--- src/rtl/game_pkg.sv ---
// Shared encodings and constants for the light-pattern game round controller.
package game_pkg;

  typedef enum logic [2:0] {
    StIdle   = 3'd0,
    StLoad   = 3'd1,
    StSettle = 3'd2,
    StEval   = 3'd3,
    StPlay   = 3'd4,
    StWin    = 3'd5
  } state_e;

  localparam logic [31:0] LfsrTaps = 32'h8020_0003;

  localparam int unsigned       ScoreW   = 8;
  localparam logic [ScoreW-1:0] ScoreMax = '1;

  // Right-shifting Galois step: the bit shifted out folds back through the taps.
  function automatic logic [31:0] lfsr_next(input logic [31:0] q);
    return q[0] ? ((q >> 1) ^ LfsrTaps) : (q >> 1);
  endfunction

endpackage

--- src/rtl/lfsr32.sv ---
// Free-running 32-bit Galois LFSR; advances every clock after reset.
module lfsr32
  import game_pkg::*;
#(
  parameter logic [31:0] Seed = 32'hA5C3_0F1E
) (
  input  logic        clk,
  input  logic        reset,
  output logic [31:0] q
);

  logic [31:0] q_q;

  always_ff @(posedge clk or negedge reset) begin
    if (!reset) begin
      q_q <= Seed;
    end else begin
      q_q <= lfsr_next(q_q);
    end
  end

  assign q = q_q;

endmodule

--- src/rtl/game_round_controller.sv ---
// Round sequencer: loads a pseudo-random screen, applies moves, and waits out the
// checker's one-cycle latency before judging each result.
module game_round_controller
  import game_pkg::*;
#(
  parameter int unsigned NumberOfBits = 31,
  parameter int unsigned ROUND_CYCLES = 1000,
  parameter int unsigned BUZZ_CYCLES  = 50,
  parameter logic [31:0] SEED         = 32'hA5C3_0F1E,
  localparam int unsigned W    = NumberOfBits + 1,
  localparam int unsigned IdxW = (W > 1) ? $clog2(W) : 1
) (
  input  logic              clk,
  input  logic              reset,
  input  logic              start,
  input  logic              stop,
  input  logic              move_valid,
  input  logic [IdxW-1:0]   move_idx,
  input  logic              win,
  output logic [W-1:0]      screen_values,
  output logic              move_ready,
  output logic              round_active,
  output logic              buzz,
  output logic              timeout,
  output logic [ScoreW-1:0] score
);

  localparam int unsigned TimerW = (ROUND_CYCLES > 1) ? $clog2(ROUND_CYCLES) : 1;
  localparam int unsigned BuzzW  = (BUZZ_CYCLES > 1) ? $clog2(BUZZ_CYCLES) : 1;
  localparam int unsigned ExtW   = IdxW + 1;

  localparam logic [TimerW-1:0] TimerLoad = TimerW'(ROUND_CYCLES - 1);
  localparam logic [BuzzW-1:0]  BuzzLoad  = BuzzW'(BUZZ_CYCLES - 1);
  localparam logic [ExtW-1:0]   WExt      = ExtW'(W);
  localparam logic [ExtW-1:0]   WLast     = ExtW'(W - 1);

  state_e              state_q, state_d;
  logic [W-1:0]        screen_q, screen_d;
  logic [ScoreW-1:0]   score_q, score_d;
  logic [TimerW-1:0]   timer_q, timer_d;
  logic [BuzzW-1:0]    buzz_cnt_q, buzz_cnt_d;
  logic                from_load_q, from_load_d;
  logic                timeout_q, timeout_d;
  logic                move_ready_q, round_active_q, buzz_q;

  logic [31:0]         lfsr_val;
  logic [ExtW-1:0]     idx_ext, idx_nxt;
  logic                idx_ok;
  logic [W-1:0]        move_mask;
  logic                counting, expired;

  lfsr32 #(
    .Seed(SEED)
  ) u_lfsr (
    .clk  (clk),
    .reset(reset),
    .q    (lfsr_val)
  );

  // Pair toggle of move_idx and its right neighbour, wrapping at the top bit.
  always_comb begin
    idx_ext   = {1'b0, move_idx};
    idx_ok    = idx_ext < WExt;
    idx_nxt   = (idx_ext == WLast) ? '0 : idx_ext + ExtW'(1);
    move_mask = '0;
    for (int unsigned i = 0; i < W; i++) begin
      move_mask[i] = idx_ok && ((ExtW'(i) == idx_ext) || (ExtW'(i) == idx_nxt));
    end
  end

  assign counting = (state_q == StSettle) || (state_q == StEval) || (state_q == StPlay);
  assign expired  = counting && (timer_q == '0);

  always_comb begin
    state_d     = state_q;
    screen_d    = screen_q;
    score_d     = score_q;
    timer_d     = timer_q;
    buzz_cnt_d  = buzz_cnt_q;
    from_load_d = from_load_q;
    timeout_d   = 1'b0;

    if (stop && (state_q != StIdle)) begin
      state_d = StIdle;
    end else if (expired) begin
      state_d   = StIdle;
      timeout_d = 1'b1;
    end else begin
      if (counting) begin
        timer_d = timer_q - 1'b1;
      end
      unique case (state_q)
        StIdle: begin
          // Timer is armed here so that a reload pass through LOAD leaves it running.
          if (start) begin
            state_d = StLoad;
            timer_d = TimerLoad;
          end
        end
        StLoad: begin
          screen_d    = lfsr_val[W-1:0];
          from_load_d = 1'b1;
          state_d     = StSettle;
        end
        StSettle: state_d = StEval;
        StEval: begin
          if (win && from_load_q) begin
            state_d = StLoad;
          end else if (win) begin
            score_d    = (score_q == ScoreMax) ? score_q : score_q + 1'b1;
            buzz_cnt_d = BuzzLoad;
            state_d    = StWin;
          end else begin
            state_d = StPlay;
          end
        end
        StPlay: begin
          if (move_valid) begin
            screen_d    = screen_q ^ move_mask;
            from_load_d = 1'b0;
            state_d     = StSettle;
          end
        end
        StWin: begin
          if (buzz_cnt_q == '0) begin
            state_d = StIdle;
          end else begin
            buzz_cnt_d = buzz_cnt_q - 1'b1;
          end
        end
        default: state_d = StIdle;
      endcase
    end
  end

  always_ff @(posedge clk or negedge reset) begin
    if (!reset) begin
      state_q        <= StIdle;
      screen_q       <= '0;
      score_q        <= '0;
      timer_q        <= '0;
      buzz_cnt_q     <= '0;
      from_load_q    <= 1'b0;
      timeout_q      <= 1'b0;
      move_ready_q   <= 1'b0;
      round_active_q <= 1'b0;
      buzz_q         <= 1'b0;
    end else begin
      state_q        <= state_d;
      screen_q       <= screen_d;
      score_q        <= score_d;
      timer_q        <= timer_d;
      buzz_cnt_q     <= buzz_cnt_d;
      from_load_q    <= from_load_d;
      timeout_q      <= timeout_d;
      move_ready_q   <= (state_d == StPlay);
      round_active_q <= (state_d == StLoad) || (state_d == StSettle) ||
                        (state_d == StEval) || (state_d == StPlay);
      buzz_q         <= (state_d == StWin);
    end
  end

  assign screen_values = screen_q;
  assign score         = score_q;
  assign timeout       = timeout_q;
  assign move_ready    = move_ready_q;
  assign round_active  = round_active_q;
  assign buzz          = buzz_q;

endmodule

--- config.mk ---
export PLATFORM = sky130hd
export DESIGN_NAME = game_round_controller
export DESIGN_NICKNAME = d
export VERILOG_FILES = /design/src/rtl/game_pkg.sv /design/src/rtl/lfsr32.sv /design/src/rtl/game_round_controller.sv
export SDC_FILE = /design/constraint.sdc
export NUM_CORES = 1
export LEC_CHECK = 0
export ABC_AREA = 1
export ABC_CLOCK_PERIOD_IN_PS = 3300
export CELL_PAD_IN_SITES_DETAIL_PLACEMENT = 0
export CELL_PAD_IN_SITES_GLOBAL_PLACEMENT = 2
export CORE_ASPECT_RATIO = 2
export CORE_MARGIN = 8
export CORE_UTILIZATION = 36
export CTS_CLUSTER_SIZE = 12
export DETAILED_ROUTE_END_ITERATION = 8
export HOLD_SLACK_MARGIN = 0.02
export PLACE_DENSITY_LB_ADDON = 0.05
export SYNTH_ARGS = -nofsm -noshare
export SYNTH_HDL_FRONTEND = slang
export SYNTH_SLANG_ARGS = --single-unit
export TNS_END_PERCENT = 30
--- constraint.sdc ---
create_clock -name clk -period 3.3 [get_ports clk]
set_clock_uncertainty 0.15 [all_clocks]
set_input_delay 0.66 -clock clk [delete_from_list [all_inputs] [get_ports clk]]
set_output_delay 0.66 -clock clk [all_outputs]
set_load 0.01 [all_outputs]
==> summary.txt, run 1 <==
Status: finished clean
Root Driver: clkbuf_16
FF-to-FF Start: state_q[1]
FFs w/ async S/R, synth: 100%
Clk sinks: 96
Iteration-0 DRC Markers: 220
Slowest CP cell: nor2_1
Die Area: 0.0198 mm2
Area Growth Syn to Fin: 20.4%
Setup TNS Final: 0 ns
Initial antenna violation count: 0
Fillers: 1592
Rows: 64
Worst R2R Path Depth: 11
First-pass GRT wire length: 24500 um
CP cell instances: clkdlybuf4s50_1, ha_1, nand2_1, nor2_1, ha_1, inv_1, nand2_1, nor2_1, nand3_1, nand3_1, nand3_1, nand2_1, nand2_1
CTS Buf Count: 9
CTS tree: yes
Number of flops mapped to enable cells by yosys: 0
Fin. max-slew vios: 0
Initial core utilization: 36.5%
Post-synth top area cell: dfrtp_1
Via density: 4.81
Pre-antenna DRT Iters: 4
Post-CTS Setup Bufs: 0
Nets@finish: 831
Worst-path fanout max: 8
Clock share of power: 24.3%
Final core utilization: 44.0%
H-tree depth: 3
Total wire length: 14500 um
Sequential fraction of the synthesis area: 43.8%
Syn Nets: 773
IO buf count: 54
Most used DFF post-synth: dfrtp_1
Hold Vio Cnt, Final: 0
DP Cell Count: 997
Leak pwr: 3.05 nW
Cell Area, Synth: 0.00553 mm2
# DRC: 0
Number of library cell types mapped by synthesis: 36
Core footprint: 0.0151 mm2
Critical Path RT: 3.40 ns
Pin count of the biggest net entering global routing: 67
Routability Congestion: 0.841
CP max stage delay: 0.51 ns
Peak supply drop: 0.358 mV
Via count: 4870
Max Fclk: 0.344 GHz
Top cells by area, synth: dfrtp_1, nand2_1, nand3_1
P_int: 2.72 mW
HPWL after DPL: 10300 um
Final worst-path cycle share: 88.1%
Post-Synthesis Mean Instance Area: 7.36 um2
Antenna cells: 0
NetSw: 1.73 mW
Setup violators final: 0
Fin crit period: 2.91 ns
R2r setup slk: 1.06 ns
Min-delay worst type: in -> async
Clock Path Buffers: 2
Commonest non-fill, non-tap cell in the layout: nand2_1
Share of cells above drive strength 1: 10.4%
Hold buffers post-CTS: 0
Post-Layout Cell Count: 1013
Chip height: 191 um
WL per Instance: 14.3 um
Gate Count Post-Synth: 752
IO Pins: 55
Sequential share of power: 37.7%
Synthesis Warnings: 0
Setup crit start kind: primary input
Data arrival, critical path: 3.01 ns
Worst slew margin: 55.9%
Commonest cells after routing, fill and taps aside: nand2_1, nand3_1, nor2_1
CP dominant cell by count: nand2_1
Logic gate share of total power: 38.0%
RSZ-0062 raised after global routing: false
CTS-repair resized insts: 0
Post-synth top area share: 36.2%
Grt ovf: 0
Type of the worst setup path: in -> reg
Max_cap viols: 0
GRT Total Usage: 15.2%
Crit end category: flop
Switching power share of the total: 38.8%
Die width: 104 um
Clock latency on the worst-skew pair: 0.35 ns
Worst-path clk slew: 0.07 ns
Slew @ Worst Pin: 0.661 ns
Vias in the first global route: 4796
Synth Register Bits: 96
Worst R2R End: screen_values[11]
Final ANT Viol Nets: 0
Power Dens Cells: 668 mW/mm2
-- Yosys cell counts (4+ instances only) --
library cell  number
a21oi_1            5
nor3_1             4
ha_1              10
buf_1              4
xor2_1             9
nor2_2            11
nand2_2            4
nor2_4             4
o21ai_1            5
dfrtp_1           80
nand2_1          230
xnor2_1            4
inv_1             71
nand3_1          131
clkbuf_1           5
buf_4              6
buf_2              8
o21ai_0           14
dfstp_2           16
nor2_1            89
nand4_1           19
-- per-layer routing --
| metal | wire length (um) | vias up | track usage, % |
|---|---|---|---|
| met5 | 0 | - | 0 |
| met4 | 225 | 0 | 6.23 |
| met3 | 396 | 9 | 2.57 |
| met2 | 7000 | 61 | 24.6 |
| met1 | 6900 | 2277 | 19.7 |
| li1 | - | 2523 | - |
-- area by class of cell --
type | count | area [um2] | area share (%)
inverters | 75 | 284 | 4.26
well taps | 198 | 248 | 3.72
multi-input cells | 555 | 2670 | 40.1
repair buffers | 73 | 731 | 11.0
clock inverters | 7 | 77.6 | 1.16
clock buffers | 9 | 225 | 3.38
flip-flops and latches | 96 | 2420 | 36.4
-- cell families after synthesis --
logic type / share of synthesized area [%]
xor gates and xnor gates: 2.06
adders and majority gates: 2.26
DFF: 43.8
AOI/OAI and AO/OA: 3.53
and+or+nand+nor: 40.5
buffers and inverters: 7.89
-- metrics by stage --
| stage | power, mW | hold WS (ns) | cell area [um2] | setup WS (ns) |
|---|---|---|---|---|
| floorplan | 2.77 | 0.204 | 5530 | 0.789 |
| global placement | 3.42 | 0.206 | 6360 | 0.0768 |
| detailed placement | 3.43 | 0.208 | 6360 | 0.0220 |
| CTS | 4.53 | 0.166 | 6660 | 0.394 |
| global route | 4.82 | 0.198 | 6660 | 0.165 |
| finish | 4.45 | 0.144 | 6660 | 0.392 |
-- how the worst max path moves through the flow --
stage	from	end	cells after the start
3_5_place_dp	move_idx[1]	screen_values[27]	13
3_3_place_gp	move_idx[0]	screen_values[27]	13
5_1_grt	move_idx[0]	screen_values[15]	13
6_report	move_idx[1]	screen_values[27]	13
4_1_cts	move_idx[1]	screen_values[27]	13
2_1_floorplan	move_idx[4]	screen_values[20]	11
-- power by group through the flow --
stage	Combinational, mW	Clock [mW]	Sequential (mW)
floorplan	1.05	0	1.72
global placement	1.72	0	1.70
detailed placement	1.72	0	1.70
CTS	1.73	1.12	1.68
global route	1.94	1.16	1.72
finish	1.69	1.08	1.68
-- registers in the layout, summed over array words and instances, names as in the netlist --
signal / cells
screen_values: 32
u_lfsr.q: 32
timer_q: 10
score: 8
buzz_cnt_q: 6
state_q: 3
buzz: 1
from_load_q: 1
move_ready: 1
round_active: 1
timeout: 1
-- worst max-delay path: cells and delay by family --
family / cells / cell delay, ns
and+or+nand+nor: 9 / 1.30
adders and majority gates: 2 / 0.49
buffers and inverters: 2 / 0.56
Power figures use the tool's default switching activity.
==> run 2: changes to the inputs <==
--- a/config.mk
+++ b/config.mk
@@ -16,6 +16,7 @@
 export DETAILED_ROUTE_END_ITERATION = 8
 export HOLD_SLACK_MARGIN = 0.02
 export PLACE_DENSITY_LB_ADDON = 0.05
+export SLEW_MARGIN = 20
 export SYNTH_ARGS = -nofsm -noshare
 export SYNTH_HDL_FRONTEND = slang
 export SYNTH_SLANG_ARGS = --single-unit
==> results of run 2 <==
No change in the layout: final DEF, timing and power equal those of run 1.
